[config.mk]
export PLATFORM = sky130hd
export DESIGN_NAME = mem_stage
export DESIGN_NICKNAME = d
export VERILOG_FILES = /design/src/rtl/mem_stage_pkg.sv /design/src/rtl/mem_stage_load_align.sv /design/src/rtl/mem_stage.sv
export SDC_FILE = /design/constraint.sdc
export NUM_CORES = 1
export LEC_CHECK = 0
export CAP_MARGIN = 0
export CELL_PAD_IN_SITES_DETAIL_PLACEMENT = 0
export CELL_PAD_IN_SITES_GLOBAL_PLACEMENT = 1
export CORE_ASPECT_RATIO = 0.8
export CORE_MARGIN = 2
export CORE_UTILIZATION = 38
export DETAILED_ROUTE_END_ITERATION = 6
export PLACE_DENSITY = 0.89
export SLEW_MARGIN = 20
export SYNTH_ARGS = -nofsm -noshare
export SYNTH_HDL_FRONTEND = slang
export SYNTH_SLANG_ARGS = --single-unit
[constraint.sdc]
create_clock -name clk -period 4 [get_ports clk]
set_clock_uncertainty 0.1 [all_clocks]
set_input_delay 1 -clock clk [delete_from_list [all_inputs] [get_ports clk]]
set_output_delay 1 -clock clk [all_outputs]
set_load 0.02 [all_outputs]
[src/rtl/mem_stage_pkg.sv]
// mem_stage_pkg: shared definitions for the memory-access stage.
//   XLEN, funct3 size/sign encodings, FSM state encoding, store strobe width,
//   and helpers that decode access size and effective byte offset.
package mem_stage_pkg;

    localparam int unsigned XLEN   = 32;
    localparam int unsigned STRB_W = 4;

    // funct3 load/store size and sign encodings
    localparam logic [2:0] F3_B  = 3'b000;
    localparam logic [2:0] F3_H  = 3'b001;
    localparam logic [2:0] F3_W  = 3'b010;
    localparam logic [2:0] F3_BU = 3'b100;
    localparam logic [2:0] F3_HU = 3'b101;

    typedef enum logic [1:0] {
        ST_IDLE = 2'd0,
        ST_REQ  = 2'd1,
        ST_RESP = 2'd2
    } state_t;

    typedef enum logic [1:0] {
        SZ_BYTE = 2'd0,
        SZ_HALF = 2'd1,
        SZ_WORD = 2'd2
    } size_t;

    // Access size from funct3; unused encodings fall back to word.
    function automatic size_t f3_size(input logic [2:0] f3);
        size_t s;
        case (f3[1:0])
            2'b00:   s = SZ_BYTE;
            2'b01:   s = SZ_HALF;
            default: s = SZ_WORD;
        endcase
        return s;
    endfunction

    // Byte offset actually used: low bits a size cannot address are dropped.
    function automatic logic [1:0] eff_off(input logic [2:0] f3, input logic [1:0] off);
        logic [1:0] o;
        case (f3_size(f3))
            SZ_BYTE: o = off;
            SZ_HALF: o = {off[1], 1'b0};
            default: o = 2'b00;
        endcase
        return o;
    endfunction

    // Natural-alignment violation for half/word accesses.
    function automatic logic is_misaligned(input logic [2:0] f3, input logic [1:0] off);
        logic m;
        case (f3_size(f3))
            SZ_HALF: m = off[0];
            SZ_WORD: m = (off != 2'b00);
            default: m = 1'b0;
        endcase
        return m;
    endfunction

endpackage

[src/rtl/mem_stage_load_align.sv]
// load_align: combinational load data alignment.
//   i_rdata    : word-aligned word returned by data memory
//   i_off      : address bits [1:0] of the access
//   i_funct3   : load size/sign encoding
//   o_data_c   : selected byte/half/word, sign- or zero-extended to XLEN
module load_align #(
    parameter int unsigned XLEN = mem_stage_pkg::XLEN
) (
    input  logic [XLEN-1:0] i_rdata,
    input  logic [1:0]      i_off,
    input  logic [2:0]      i_funct3,
    output logic [XLEN-1:0] o_data_c
);
    import mem_stage_pkg::*;

    logic [1:0]  w_off;
    logic [7:0]  w_byte;
    logic [15:0] w_half;
    logic        w_unsigned;

    assign w_off      = eff_off(i_funct3, i_off);
    assign w_unsigned = i_funct3[2];

    // Lane select
    always_comb begin
        w_byte = i_rdata[7:0];
        case (w_off)
            2'd1:    w_byte = i_rdata[15:8];
            2'd2:    w_byte = i_rdata[23:16];
            2'd3:    w_byte = i_rdata[31:24];
            default: w_byte = i_rdata[7:0];
        endcase
        w_half = w_off[1] ? i_rdata[31:16] : i_rdata[15:0];
    end

    // Extension to XLEN
    always_comb begin
        o_data_c = i_rdata;
        case (f3_size(i_funct3))
            SZ_BYTE: o_data_c = {{(XLEN-8){w_byte[7] & ~w_unsigned}}, w_byte};
            SZ_HALF: o_data_c = {{(XLEN-16){w_half[15] & ~w_unsigned}}, w_half};
            default: o_data_c = i_rdata;
        endcase
    end

endmodule

[src/rtl/mem_stage.sv]
// mem_stage: memory-access stage between EX and write-back.
//   Accepts one EX bundle at a time (in_valid/in_ready), issues loads/stores on
//   a valid/ready request channel with a separate response-valid channel, and
//   presents a registered write-back bundle with a one-cycle out_valid pulse.
// Ports:
//   clk, rst_n                        : clock, async active-low reset
//   in_*                              : EX bundle (in_ready high only in IDLE)
//   dmem_req_valid/ready, dmem_we,
//   dmem_addr/wdata/wstrb             : memory request (held stable while waiting)
//   dmem_rsp_valid, dmem_rdata        : load response (honoured only in RESP)
//   out_*                             : write-back bundle, held between completions
// Build option: define MEM_MISALIGN_TRAP_EN to flag misaligned half/word
//   accesses (no memory request, out_misaligned=1, out_regWrite=0); otherwise
//   offending low address bits are ignored and out_misaligned is tied low.
module mem_stage #(
    parameter int unsigned XLEN = mem_stage_pkg::XLEN
) (
    input  logic            clk,
    input  logic            rst_n,
    input  logic            in_valid,
    output logic            in_ready,
    input  logic            in_is_memRead,
    input  logic            in_is_memWrite,
    input  logic [2:0]      in_funct3,
    input  logic [XLEN-1:0] in_alu_data,
    input  logic [XLEN-1:0] in_store_data,
    input  logic [4:0]      in_rd,
    input  logic            in_regWrite,
    output logic            dmem_req_valid,
    input  logic            dmem_req_ready,
    output logic            dmem_we,
    output logic [XLEN-1:0] dmem_addr,
    output logic [XLEN-1:0] dmem_wdata,
    output logic [3:0]      dmem_wstrb,
    input  logic            dmem_rsp_valid,
    input  logic [XLEN-1:0] dmem_rdata,
    output logic            out_valid,
    output logic            out_is_memRead,
    output logic            out_is_memWrite,
    output logic [XLEN-1:0] out_alu_data,
    output logic [XLEN-1:0] out_mem_data,
    output logic [4:0]      out_rd,
    output logic            out_regWrite,
    output logic            out_misaligned
);
    import mem_stage_pkg::*;

    state_t              r_state,     w_state_nxt;

    // Captured in-flight instruction
    logic                r_we,        w_we_nxt;
    logic [XLEN-1:0]     r_addr,      w_addr_nxt;
    logic [XLEN-1:0]     r_wdata,     w_wdata_nxt;
    logic [STRB_W-1:0]   r_wstrb,     w_wstrb_nxt;
    logic [2:0]          r_funct3,    w_funct3_nxt;
    logic [4:0]          r_rd,        w_rd_nxt;
    logic                r_regwrite,  w_regwrite_nxt;
    logic                r_is_rd,     w_is_rd_nxt;
    logic                r_is_wr,     w_is_wr_nxt;

    // Write-back bundle
    logic                r_out_valid,    w_out_valid_nxt;
    logic                r_out_is_rd,    w_out_is_rd_nxt;
    logic                r_out_is_wr,    w_out_is_wr_nxt;
    logic [XLEN-1:0]     r_out_alu,      w_out_alu_nxt;
    logic [XLEN-1:0]     r_out_mem,      w_out_mem_nxt;
    logic [4:0]          r_out_rd,       w_out_rd_nxt;
    logic                r_out_regwrite, w_out_regwrite_nxt;
`ifdef MEM_MISALIGN_TRAP_EN
    logic                r_out_mis,      w_out_mis_nxt;
    logic                w_misaligned;
`endif

    logic                w_is_mem;
    logic [1:0]          w_st_off;
    logic [XLEN-1:0]     w_st_wdata;
    logic [STRB_W-1:0]   w_st_wstrb;
    logic [XLEN-1:0]     w_load_data;

    assign w_is_mem = in_is_memRead | in_is_memWrite;

`ifdef MEM_MISALIGN_TRAP_EN
    assign w_misaligned = w_is_mem & is_misaligned(in_funct3, in_alu_data[1:0]);
`endif

    // Store lane replication and byte strobes, computed at capture time
    always_comb begin
        w_st_off   = eff_off(in_funct3, in_alu_data[1:0]);
        w_st_wdata = in_store_data;
        w_st_wstrb = 4'b1111;
        case (f3_size(in_funct3))
            SZ_BYTE: begin
                w_st_wdata = XLEN'({4{in_store_data[7:0]}});
                w_st_wstrb = 4'b0001 << w_st_off;
            end
            SZ_HALF: begin
                w_st_wdata = XLEN'({2{in_store_data[15:0]}});
                w_st_wstrb = w_st_off[1] ? 4'b1100 : 4'b0011;
            end
            default: begin
                w_st_wdata = in_store_data;
                w_st_wstrb = 4'b1111;
            end
        endcase
    end

    load_align #(
        .XLEN     (XLEN)
    ) u_load_align (
        .i_rdata  (dmem_rdata),
        .i_off    (r_addr[1:0]),
        .i_funct3 (r_funct3),
        .o_data_c (w_load_data)
    );

    // Next-state and next-register logic
    always_comb begin
        w_state_nxt        = r_state;
        w_we_nxt           = r_we;
        w_addr_nxt         = r_addr;
        w_wdata_nxt        = r_wdata;
        w_wstrb_nxt        = r_wstrb;
        w_funct3_nxt       = r_funct3;
        w_rd_nxt           = r_rd;
        w_regwrite_nxt     = r_regwrite;
        w_is_rd_nxt        = r_is_rd;
        w_is_wr_nxt        = r_is_wr;
        w_out_valid_nxt    = 1'b0;
        w_out_is_rd_nxt    = r_out_is_rd;
        w_out_is_wr_nxt    = r_out_is_wr;
        w_out_alu_nxt      = r_out_alu;
        w_out_mem_nxt      = r_out_mem;
        w_out_rd_nxt       = r_out_rd;
        w_out_regwrite_nxt = r_out_regwrite;
`ifdef MEM_MISALIGN_TRAP_EN
        w_out_mis_nxt      = r_out_mis;
`endif

        case (r_state)
            ST_IDLE: begin
                if (in_valid) begin
                    if (w_is_mem) begin
`ifdef MEM_MISALIGN_TRAP_EN
                        if (w_misaligned) begin
                            // Flag and retire without touching memory
                            w_out_valid_nxt    = 1'b1;
                            w_out_is_rd_nxt    = in_is_memRead;
                            w_out_is_wr_nxt    = in_is_memWrite;
                            w_out_alu_nxt      = in_alu_data;
                            w_out_mem_nxt      = '0;
                            w_out_rd_nxt       = in_rd;
                            w_out_regwrite_nxt = 1'b0;
                            w_out_mis_nxt      = 1'b1;
                        end else
`endif
                        begin
                            w_we_nxt       = in_is_memWrite;
                            w_addr_nxt     = in_alu_data;
                            w_wdata_nxt    = w_st_wdata;
                            w_wstrb_nxt    = w_st_wstrb;
                            w_funct3_nxt   = in_funct3;
                            w_rd_nxt       = in_rd;
                            w_regwrite_nxt = in_regWrite;
                            w_is_rd_nxt    = in_is_memRead;
                            w_is_wr_nxt    = in_is_memWrite;
                            w_state_nxt    = ST_REQ;
                        end
                    end else begin
                        // Non-memory op passes straight to the output register
                        w_out_valid_nxt    = 1'b1;
                        w_out_is_rd_nxt    = 1'b0;
                        w_out_is_wr_nxt    = 1'b0;
                        w_out_alu_nxt      = in_alu_data;
                        w_out_mem_nxt      = '0;
                        w_out_rd_nxt       = in_rd;
                        w_out_regwrite_nxt = in_regWrite;
`ifdef MEM_MISALIGN_TRAP_EN
                        w_out_mis_nxt      = 1'b0;
`endif
                    end
                end
            end

            ST_REQ: begin
                if (dmem_req_ready) begin
                    if (r_we) begin
                        w_out_valid_nxt    = 1'b1;
                        w_out_is_rd_nxt    = r_is_rd;
                        w_out_is_wr_nxt    = r_is_wr;
                        w_out_alu_nxt      = r_addr;
                        w_out_mem_nxt      = '0;
                        w_out_rd_nxt       = r_rd;
                        w_out_regwrite_nxt = r_regwrite;
`ifdef MEM_MISALIGN_TRAP_EN
                        w_out_mis_nxt      = 1'b0;
`endif
                        w_state_nxt        = ST_IDLE;
                    end else begin
                        w_state_nxt = ST_RESP;
                    end
                end
            end

            ST_RESP: begin
                if (dmem_rsp_valid) begin
                    w_out_valid_nxt    = 1'b1;
                    w_out_is_rd_nxt    = r_is_rd;
                    w_out_is_wr_nxt    = r_is_wr;
                    w_out_alu_nxt      = r_addr;
                    w_out_mem_nxt      = w_load_data;
                    w_out_rd_nxt       = r_rd;
                    w_out_regwrite_nxt = r_regwrite;
`ifdef MEM_MISALIGN_TRAP_EN
                    w_out_mis_nxt      = 1'b0;
`endif
                    w_state_nxt        = ST_IDLE;
                end
            end

            default: w_state_nxt = ST_IDLE;
        endcase
    end

    // State and datapath registers
    always_ff @(posedge clk or negedge rst_n) begin
        if (!rst_n) begin
            r_state        <= ST_IDLE;
            r_we           <= 1'b0;
            r_addr         <= '0;
            r_wdata        <= '0;
            r_wstrb        <= '0;
            r_funct3       <= '0;
            r_rd           <= '0;
            r_regwrite     <= 1'b0;
            r_is_rd        <= 1'b0;
            r_is_wr        <= 1'b0;
            r_out_valid    <= 1'b0;
            r_out_is_rd    <= 1'b0;
            r_out_is_wr    <= 1'b0;
            r_out_alu      <= '0;
            r_out_mem      <= '0;
            r_out_rd       <= '0;
            r_out_regwrite <= 1'b0;
`ifdef MEM_MISALIGN_TRAP_EN
            r_out_mis      <= 1'b0;
`endif
        end else begin
            r_state        <= w_state_nxt;
            r_we           <= w_we_nxt;
            r_addr         <= w_addr_nxt;
            r_wdata        <= w_wdata_nxt;
            r_wstrb        <= w_wstrb_nxt;
            r_funct3       <= w_funct3_nxt;
            r_rd           <= w_rd_nxt;
            r_regwrite     <= w_regwrite_nxt;
            r_is_rd        <= w_is_rd_nxt;
            r_is_wr        <= w_is_wr_nxt;
            r_out_valid    <= w_out_valid_nxt;
            r_out_is_rd    <= w_out_is_rd_nxt;
            r_out_is_wr    <= w_out_is_wr_nxt;
            r_out_alu      <= w_out_alu_nxt;
            r_out_mem      <= w_out_mem_nxt;
            r_out_rd       <= w_out_rd_nxt;
            r_out_regwrite <= w_out_regwrite_nxt;
`ifdef MEM_MISALIGN_TRAP_EN
            r_out_mis      <= w_out_mis_nxt;
`endif
        end
    end

    // Handshake and request outputs decode directly from registered state
    assign in_ready        = (r_state == ST_IDLE);
    assign dmem_req_valid  = (r_state == ST_REQ);
    assign dmem_we         = r_we;
    assign dmem_addr       = {r_addr[XLEN-1:2], 2'b00};
    assign dmem_wdata      = r_wdata;
    assign dmem_wstrb      = r_wstrb;

    assign out_valid       = r_out_valid;
    assign out_is_memRead  = r_out_is_rd;
    assign out_is_memWrite = r_out_is_wr;
    assign out_alu_data    = r_out_alu;
    assign out_mem_data    = r_out_mem;
    assign out_rd          = r_out_rd;
    assign out_regWrite    = r_out_regwrite;
`ifdef MEM_MISALIGN_TRAP_EN
    assign out_misaligned  = r_out_mis;
`else
    assign out_misaligned  = 1'b0;
`endif

endmodule

; ---- Word level (Yosys, flattened, before mapping)
; Index checks and enable logic that the tools add are counted.
; W data, S select, Z words.
[totals]
regBits = 154
wordCells = 101
output_inout_bits = 145
input_bits = 112
[classes]
n_shift = 1
n_bitwise = 4
muxes = 56
eq_ne = 15
reduce_logical = 9
[op_table]
columns = operator, n
row1 = $mux W32, 10
row2 = $pmux W32 S3, 2
row3 = $pmux W32 S2, 2
row4 = $mux W5, 5
row5 = $pmux W8 S3, 1
row6 = $mux W1, 18
row7 = $mux W16, 1
row8 = $pmux W2 S2, 4
row9 = $pmux W5 S3, 1
row10 = $eq A2 B1 Y1 const B, 6
row11 = $pmux W1 S3, 4
row12 = $logic_not A2 Y1, 5
row13 = $mux W2, 5
row14 = $pmux W4 S2, 1
row15 = $eq A2 B2 Y1 const B, 3
row16 = $ne A2 B1 Y1 const B, 3
row17 = $ne A2 B2 Y1 const B, 3
row18 = $pmux W2 S3, 1
row19 = $reduce_and A6 Y1, 1
row20 = $mux W4, 1
row21 = $reduce_and A4 Y1, 1
row22 = $shl A1 B2 Y4 const A, 1
row23 = $reduce_and A3 Y1, 1
row24 = $reduce_bool A3 Y1, 1
row25 = other kinds (3), 4

; ---- Longest topological paths before layout
; Gate-level depths: netlist of run 1.
[depth]
word_depth = 10
ltp_mapped = 10
depth_no_buf = 6

; ---- By module
; From an unflattened synthesis of run 1, not the netlist that was laid out.
[unflattened]
hier_cells = 711
hier_area_um2 = 8046.5
[modules_own_cells]
columns = module, seq_area_each_um2, area_per_inst_um2, n_inst, cells_per_inst
row1 = mem_stage, 3853.7, 7211.9, 1, 587
row2 = load_align, 0.0, 834.6, 1, 124

; ---- Least setup slack after synthesis of run 1
; No wires, ideal clock.
[synth_timing]
path_type = input port to flip-flop
start = input in_valid
end = register r_out_alu[22] (netlist: out_alu_data[22])
n_path_buf = 3
cell_stages = 7
setup_ns = 0.125
slack_ns = 1.596
required_time_ns = 3.775
arrival_ns = 2.180
path_cell_list = nand2b_1 -> o221ai_2 -> buf_6 -> nor3_2 -> buf_6 -> buf_6 -> mux2_2
[synth_between]
elab_chain_cells = 2
[synth_lines]
columns = element, line_no
row1 = from (decl), mem_stage.sv:20  ; input logic in_valid,
row2 = $ne A2 B2 Y1 (no line), --
row3 = $reduce_and A6 Y1 (no line), --
row4 = to (signal assigned), mem_stage.sv:261  ; r_out_alu <= w_out_alu_nxt;
row5 = to (decl), mem_stage.sv:65  ; logic [XLEN-1:0] r_out_alu, w_out_alu_nxt;
; No other way between the ends.
; A chain may end at the register's enable or synchronous reset.

; ---- Final worst setup path of run 1
[layout_timing]
start = register r_state[0]
end = output in_ready
[layout_between]
elab_chain_cells = 1
[layout_lines]
columns = element, line_no
row1 = from (decl), mem_stage.sv:48  ; state_t r_state, w_state_nxt;
row2 = from (signal assigned), mem_stage.sv:248  ; r_state <= w_state_nxt;
row3 = $logic_not A2 Y1, mem_stage.sv:272  ; assign in_ready = (r_state == ST_IDLE);
row4 = to (decl), mem_stage.sv:21  ; output logic in_ready,
; No other way between the ends.

==> impl_summary.txt, run 1 <==
----------------------------------------------------
[CTS]
  Clock tree from TritonCTS ... yes
  Number of CTS-inserted buffers ... 17
  Number of buffers on the longest clock path ... 2
  Gates resized, CTS repair ... 0
  H-tree levels ... 4
  Setup bufs post-CTS ... 0
  Clock sinks ... 154
  Post-CTS Hold Buffers ... 0
  Clock latency on the worst-skew pair ... 420 ps
  Clock transition at the registers of the reported paths ... 70 ps
  Root cell of the clock tree ... sky130_fd_sc_hd__clkbuf_16

[Finish]
  Number of fill cells ... 1725
  Total area of sequential cells ... 3854 um^2
  Commonest non-fill, non-tap cell in the layout ... sky130_fd_sc_hd__clkdlybuf4s50_1
  Antenna cell count ... 0
  Total area of multi-input combinational cells ... 3302 um^2
  Number of nets in the final layout ... 962
  Leading cell types in the layout, fill and taps excluded ... 252 x sky130_fd_sc_hd__clkdlybuf4s50_1, 154 x sky130_fd_sc_hd__dfrtp_1, 132 x sky130_fd_sc_hd__mux2_2
  Post-layout instance area ... 10760 um^2
  Final Non-Filler Cells ... 1123
  Layout cell share with drive strength beyond 1 ... 22.12%
  Area growth, synth to finish ... 40.55%

[Worst setup path]
  Reg2reg start ... r_state[0]
  Crit path kind ... flip-flop to primary output
  R2R setup slack ... 1490 ps
  Destination of the worst register-to-register timing path ... out_is_memRead
  WP data required ... 2900 ps
  Worst-path maximum fanout ... 10
  Slowest CP cell ... sky130_fd_sc_hd__clkdlybuf4s50_1
  Category of the worst setup path capture point ... primary output
  Critical Path Start Type ... flip-flop
  Largest stage delay on the critical path ... 640 ps
  Largest delay contributor family on the critical path ... buffers and inverters
  Critical-path cell list ... inv_1 -> ha_2 -> clkdlybuf4s50_1
  Depth of the worst register-to-register path ... 7
  Critical path arrival ... 1870 ps
  Worst path buffer plus inverter count ... 2

[Synthesis]
  Synthesis warning total ... 0
  Number of distinct standard cells referenced by the synthesized netlist ... 45
  Number of instances in the synthesized netlist ... 639
  Sequential element share of the synthesized area ... 50.36%
  Per-instance average area after synthesis ... 11.98 um^2
  Syn Std Cell Area ... 7652 um^2
  Number of synthesized register bits ... 154

[Routing]
  Via Count ... 5743
  Number of DRC markers after the initial detailed-route iteration ... 309
  DRT Pass-1 Iters ... 5
  Average detailed-routed wire length per instance ... 18.45 um
  Average vias per placed instance ... 5.114
  Number of routed nets with antenna violations ... 0
  Detailed-route DRC error count ... 0
  Wire length after detailed routing ... 20.72 mm

[Outcome]
  Run status ... completed

[Placement]
  Post-placement cell count ... 1091
  Port bufs ... 253
  Placed wire-length estimate after detailed placement ... 14.39 mm
  Area post-placement ... 10170 um^2
  Weighted congestion reported at the end of routability-driven placement ... 0.8024
  Pre-CTS worst setup slack ... 884.1 ps

[STA]
  Final worst-path cycle share ... 74.34%
  Final Critical Period ... 2974 ps
  Actual slew at the worst max-slew pin ... 774.6 ps
  Peak clock frequency supported by timing ... 336.3 MHz
  Relative slew slack ... 48.36%
  Fin worst setup slack ... 1026 ps
  Number of setup violations in the final report ... 0
  Setup TNS ... 0 ps
  Max Slew Vio Count ... 0
  RSZ-0062 raised after global routing ... false
  Final Hold Vio Count ... 0

[GRT]
  Total routing usage reported by global routing ... 19.52%
  Initial antenna violation count ... 1
  Pin count of the biggest net entering global routing ... 108
  Via count of the first global-routing pass ... 5877
  First-pass GRT wire length ... 32.36 mm
  Total global routing overflow ... 0

[Min path]
  Worst Hold End ... dmem_wdata[19]
  Worst min-delay path startpoint ... dmem_wdata[19]
  HP Class ... flip-flop to flip-flop
  Hold Path Cell Cnt ... 2

[Die]
  I/O pin count ... 257
  Floorplan core area ... 19800 um^2
  Number of standard-cell rows in the floorplan ... 46
  Initial Util ... 38.65%
  Chip Width ... 162.7 um
  Total die area ... 21300 um^2
  Die height ... 130.9 um

[Flow run]
  Number of max-capacitance violations reported ... 0

[Power and ir drop]
  Leakage ... 4.567 nW
  Worst vdd ir ... 0.5230 mV
  Pwr per Cell Area ... 888.6 nW/um^2
  Overall power consumption ... 9.557 mW

----------------------------------------------------
## cell type report
cell class              instances  share of cell area, %
clock buffers                  20                  4.246
clock inverters                12                  1.198
inverters                       8                 0.2792
multi-input cells             401                  30.70
flip-flops and latches        154                  35.83
well taps                     264                  3.071
repair buffers                264                  24.67
## how the worst max path moves through the flow
stage | startpoint | to | slack (ps) | depth (start not counted)
2_1_floorplan | in_valid | out_alu_data[22] | 1600 | 7
3_5_place_dp | in_valid | out_alu_data[14] | 880 | 6
5_1_grt | r_state[1] | dmem_req_valid | 920 | 3
4_1_cts | r_state[1] | dmem_req_valid | 1000 | 3
6_report | r_state[0] | in_ready | 1030 | 3
3_3_place_gp | in_valid | out_mem_data[5] | 900 | 6
## worst min-delay path: stages (launching register included)
cell and delay (ps):
sky130_fd_sc_hd__dfrtp_1 340, sky130_fd_sc_hd__nand2_1 40, sky130_fd_sc_hd__o21ai_0 60
## synth_stat cells, drive strengths merged
library cell | number | area [um^2]
nor2b | 4 | 25.02
or4b | 1 | 10.01
mux2 | 134 | 1516
nor4 | 1 | 6.260
a22o | 3 | 26.28
a32o | 26 | 260.3
a32oi | 1 | 8.760
nor3 | 9 | 66.32
clkbuf | 24 | 90.09
ha | 4 | 50.05
nand2 | 39 | 148.9
a222oi | 2 | 20.02
dfrtp | 154 | 3854
a22oi | 1 | 7.510
nand2b | 11 | 68.82
or3 | 4 | 25.02
nand3b | 2 | 18.77
or2 | 3 | 18.77
nor2 | 13 | 48.80
o211ai | 1 | 7.510
buf | 54 | 395.4
conb | 1 | 3.750
o22a | 1 | 8.760
nand3 | 12 | 72.57
a211o | 3 | 26.28
nor4b | 1 | 8.760
a21o | 16 | 120.1
inv | 8 | 30.03
mux2i | 27 | 270.3
o31ai | 9 | 67.56
o21ai | 39 | 195.2
and3b | 3 | 26.28
a21oi | 27 | 135.1
o221ai | 1 | 15.01
## metrics by stage
step / hold slack [ps] / utilization [%]
2_1_floorplan: 346.2 / -
3_3_place_gp: 361.6 / 51.35
3_5_place_dp: 369.1 / 51.35
4_1_cts: 385.9 / 54.31
5_1_grt: 408.0 / 54.32
6_report: 380.3 / 54.32
## power by group
part	switching [mW]	internal, mW
combinational	2.52	2.61
clock	0.707	0.911
sequential	0.495	2.31
total	3.72	5.83
## routing by layer
metal / track usage (%) / up-vias / part of all wire (%)
met5: 0 / - / 0.053
met1: 26.09 / 2815 / 45
met4: 4.321 / 2 / 0.89
met2: 29.91 / 213 / 45
li1: - / 2697 / -
met3: 8.018 / 16 / 9.4
## state kept, by name (all words and copies together) (netlist names), 2 cells and up
| name | flops |
|---|---|
| dmem_wdata | 32 |
| out_alu_data | 32 |
| out_mem_data | 32 |
| r_addr | 32 |
| out_rd | 5 |
| r_rd | 5 |
| dmem_wstrb | 4 |
| r_funct3 | 3 |
| r_state | 2 |
## logic make-up after synthesis
logic type      synth area share (%)
compound gates                 11.74
flops                          50.36
buf+inv                        6.736
other cells                  0.04900
fa+ha+maj                     0.6540
mux                            23.35
simple gates                   7.113
No activity file was read; power rests on OpenSTA's default activity.
==> run 2, diff against run 1 <==
Settings changed: CORE_UTILIZATION 38 to 36, PLACE_DENSITY 0.89 to 0.85.
Clock period 4 ns to 3.1 ns, I/O delays scaled along.
==> impl_summary.txt, run 2 (synthesized netlist as in run 1, its figures left out) <==
----------------------------------------------------
[Outcome]
  Run status ... completed

[Finish]
  Number of nets in the final layout ... 973 (+1.1%)
  Antenna cell count ... 0 (unchanged)
  Number of fill cells ... 1819 (+5.4%)
  Post-layout instance area ... 10920 um^2 (+1.5%)
  Layout cell share with drive strength beyond 1 ... 23.10% (+0.98 points)
  Leading cell types in the layout, fill and taps excluded ... 252 x sky130_fd_sc_hd__clkdlybuf4s50_1, 154 x sky130_fd_sc_hd__dfrtp_1, 132 x sky130_fd_sc_hd__mux2_2
  Total area of multi-input combinational cells ... 3299 um^2 (about the same)
  Commonest non-fill, non-tap cell in the layout ... sky130_fd_sc_hd__clkdlybuf4s50_1
  Total area of sequential cells ... 3854 um^2 (unchanged)
  Area growth, synth to finish ... 42.68%

[Worst setup path]
  Category of the worst setup path capture point ... primary output
  WP data required ... 2220 ps (-680 ps)
  Worst-path maximum fanout ... 10 (unchanged)
  Depth of the worst register-to-register path ... 8 (+1)
  Critical Path Start Type ... flip-flop
  Critical path destination ... in_ready
  Critical-path cell list ... inv_1 -> ha_2 -> clkdlybuf4s50_1
  Slowest CP cell ... sky130_fd_sc_hd__clkdlybuf4s50_1
  R2R setup slack ... 750 ps (-740 ps)
  Largest stage delay on the critical path ... 680 ps (+40 ps)
  Reg2reg start ... r_state[0]
  Critical path arrival ... 1910 ps (+40 ps)
  Crit path from ... r_state[1]
  Crit path kind ... flip-flop to primary output
  Destination of the worst register-to-register timing path ... out_mem_data[25]

[GRT]
  Total routing usage reported by global routing ... 19.45% (-0.071 points)
  Initial antenna violation count ... 0 (-1)
  First-pass GRT wire length ... 34.27 mm (+5.9%)
  Via count of the first global-routing pass ... 5981 (+1.8%)
  Pin count of the biggest net entering global routing ... 78 (-28%)
  Total global routing overflow ... 0 (unchanged)

[Routing]
  DRT Pass-1 Iters ... 7 (+2)
  Via Count ... 5810 (+1.2%)
  Wire length after detailed routing ... 21.63 mm (+4.4%)
  Number of DRC markers after the initial detailed-route iteration ... 365 (+18%)
  Number of routed nets with antenna violations ... 0 (unchanged)
  Detailed-route DRC error count ... 0 (unchanged)
  Average detailed-routed wire length per instance ... 18.99 um (+3.0%)
  Average vias per placed instance ... 5.101 (-0.25%)

[Power and ir drop]
  Overall power consumption ... 12.71 mW (+33%)
  Power share of the combinational group ... 53.3% (-0.4 points)
  Fraction of power spent switching nets ... 38.50% (-0.47 points)
  Int Pwr ... 7.817 mW (+34%)
  Pwr per Cell Area ... 1164 nW/um^2 (+31%)
  Switching power of the nets ... 4.895 mW (+31%)
  Power share of the clock group ... 18.1% (+1.2 points)
  Worst vdd ir ... 0.5888 mV (+13%)
  Leakage ... 4.654 nW (+1.9%)
  Fraction of power consumed by sequential logic ... 28.5% (-0.9 points)

[Die]
  I/O pin count ... 257 (unchanged)
  Total die area ... 22450 um^2 (+5.4%)
  Number of standard-cell rows in the floorplan ... 47 (+2.2%)
  Floorplan core area ... 20760 um^2 (+4.8%)
  Die height ... 134.4 um (+2.7%)
  Initial Util ... 36.86% (-1.8 points)
  Chip Width ... 167.0 um (+2.7%)

[CTS]
  Clock latency on the worst-skew pair ... 420 ps (about the same)
  Number of buffers on the longest clock path ... 2 (unchanged)
  Clock transition at the registers of the reported paths ... 60 ps (about the same)
  H-tree levels ... 4 (unchanged)
  Root cell of the clock tree ... sky130_fd_sc_hd__clkbuf_16
  Setup bufs post-CTS ... 0 (unchanged)
  Post-CTS Hold Buffers ... 0 (unchanged)
  Number of CTS-inserted buffers ... 17 (unchanged)
  Clock tree from TritonCTS ... yes
  Clock sinks ... 154 (unchanged)
  Gates resized, CTS repair ... 0 (unchanged)

[Placement]
  Port bufs ... 253 (unchanged)
  Area post-placement ... 10270 um^2 (+1.0%)
  Placed wire-length estimate after detailed placement ... 15.46 mm (+7.4%)
  Pre-CTS worst setup slack ... 314.9 ps (-569.2 ps)
  Weighted congestion reported at the end of routability-driven placement ... 0.8085 (+0.76%)

[STA]
  Actual slew at the worst max-slew pin ... 686.9 ps (-87.72 ps)
  Number of setup violations in the final report ... 0 (unchanged)
  Peak clock frequency supported by timing ... 358.8 MHz
  Fin worst setup slack ... 313.0 ps (-713.3 ps)
  Final Critical Period ... 2787 ps
  Final Hold Vio Count ... 0 (unchanged)
  Max Slew Vio Count ... 0 (unchanged)
  Final worst-path cycle share ... 89.90%
  Setup TNS ... 0 ps (unchanged)
  RSZ-0062 raised after global routing ... false
  Relative slew slack ... 54.21% (+5.8 points)

[Min path]
  HP Class ... primary input to async pin

[Flow run]
  Number of max-capacitance violations reported ... 0 (unchanged)

----------------------------------------------------
[run 2: power groups by stage]
stage | registers [mW] | clock network, mW | logic, mW
after floorplan | 4.30 | 0 | 3.63
after global placement | 3.63 | 0 | 6.74
after detailed placement | 3.65 | 0 | 6.80
after CTS | 3.63 | 2.38 | 6.84
after global routing | 3.77 | 2.46 | 7.25
final | 3.63 | 2.31 | 6.78
[run 2: per-layer routing]
layer | track usage (%) | vias up | share of wire (%)
met5 | 0 | - | 0
met4 | 4.693 | 0 | 1.2
met3 | 7.760 | 18 | 9.7
met2 | 29.47 | 233 | 44
met1 | 26.16 | 2848 | 45
li1 | - | 2711 | -
[run 2: worst min-delay path by stage]
stage                               from               end  depth (start not counted)
after global routing               rst_n  out_alu_data[28]                          1
after global placement    dmem_wdata[17]    dmem_wdata[17]                          2
after floorplan                  r_is_rd           r_is_rd                          2
after detailed placement         r_is_rd           r_is_rd                          2
final                              rst_n        r_addr[28]                          1
after CTS                          rst_n        r_addr[28]                          1
[run 2: critical path, delay by kind of cell, from the launching register on]
kind	cells	cell delay [ps]
buf+inv	2	790
flops	1	400
fa+ha+maj	1	300
[run 2: metrics by stage]
step | instances | util (%) | hold WS [ps]
floorplan | 641 | - | 346.2
global placement | 1107 | 49.47 | 360.5
detailed placement | 1107 | 49.47 | 368.5
CTS | 1139 | 52.59 | 223.7
global route | 1139 | 52.59 | 235.0
finish | 1139 | 52.59 | 216.0
[run 2: cell type report]
cell class,instances,area share [%]
clock inverter,15,2.051
sequential,154,35.30
tap,269,3.083
timing repair buffer,275,25.18
multi-input combinational,401,30.22
clock buffer,17,3.896
inverter,8,0.2750
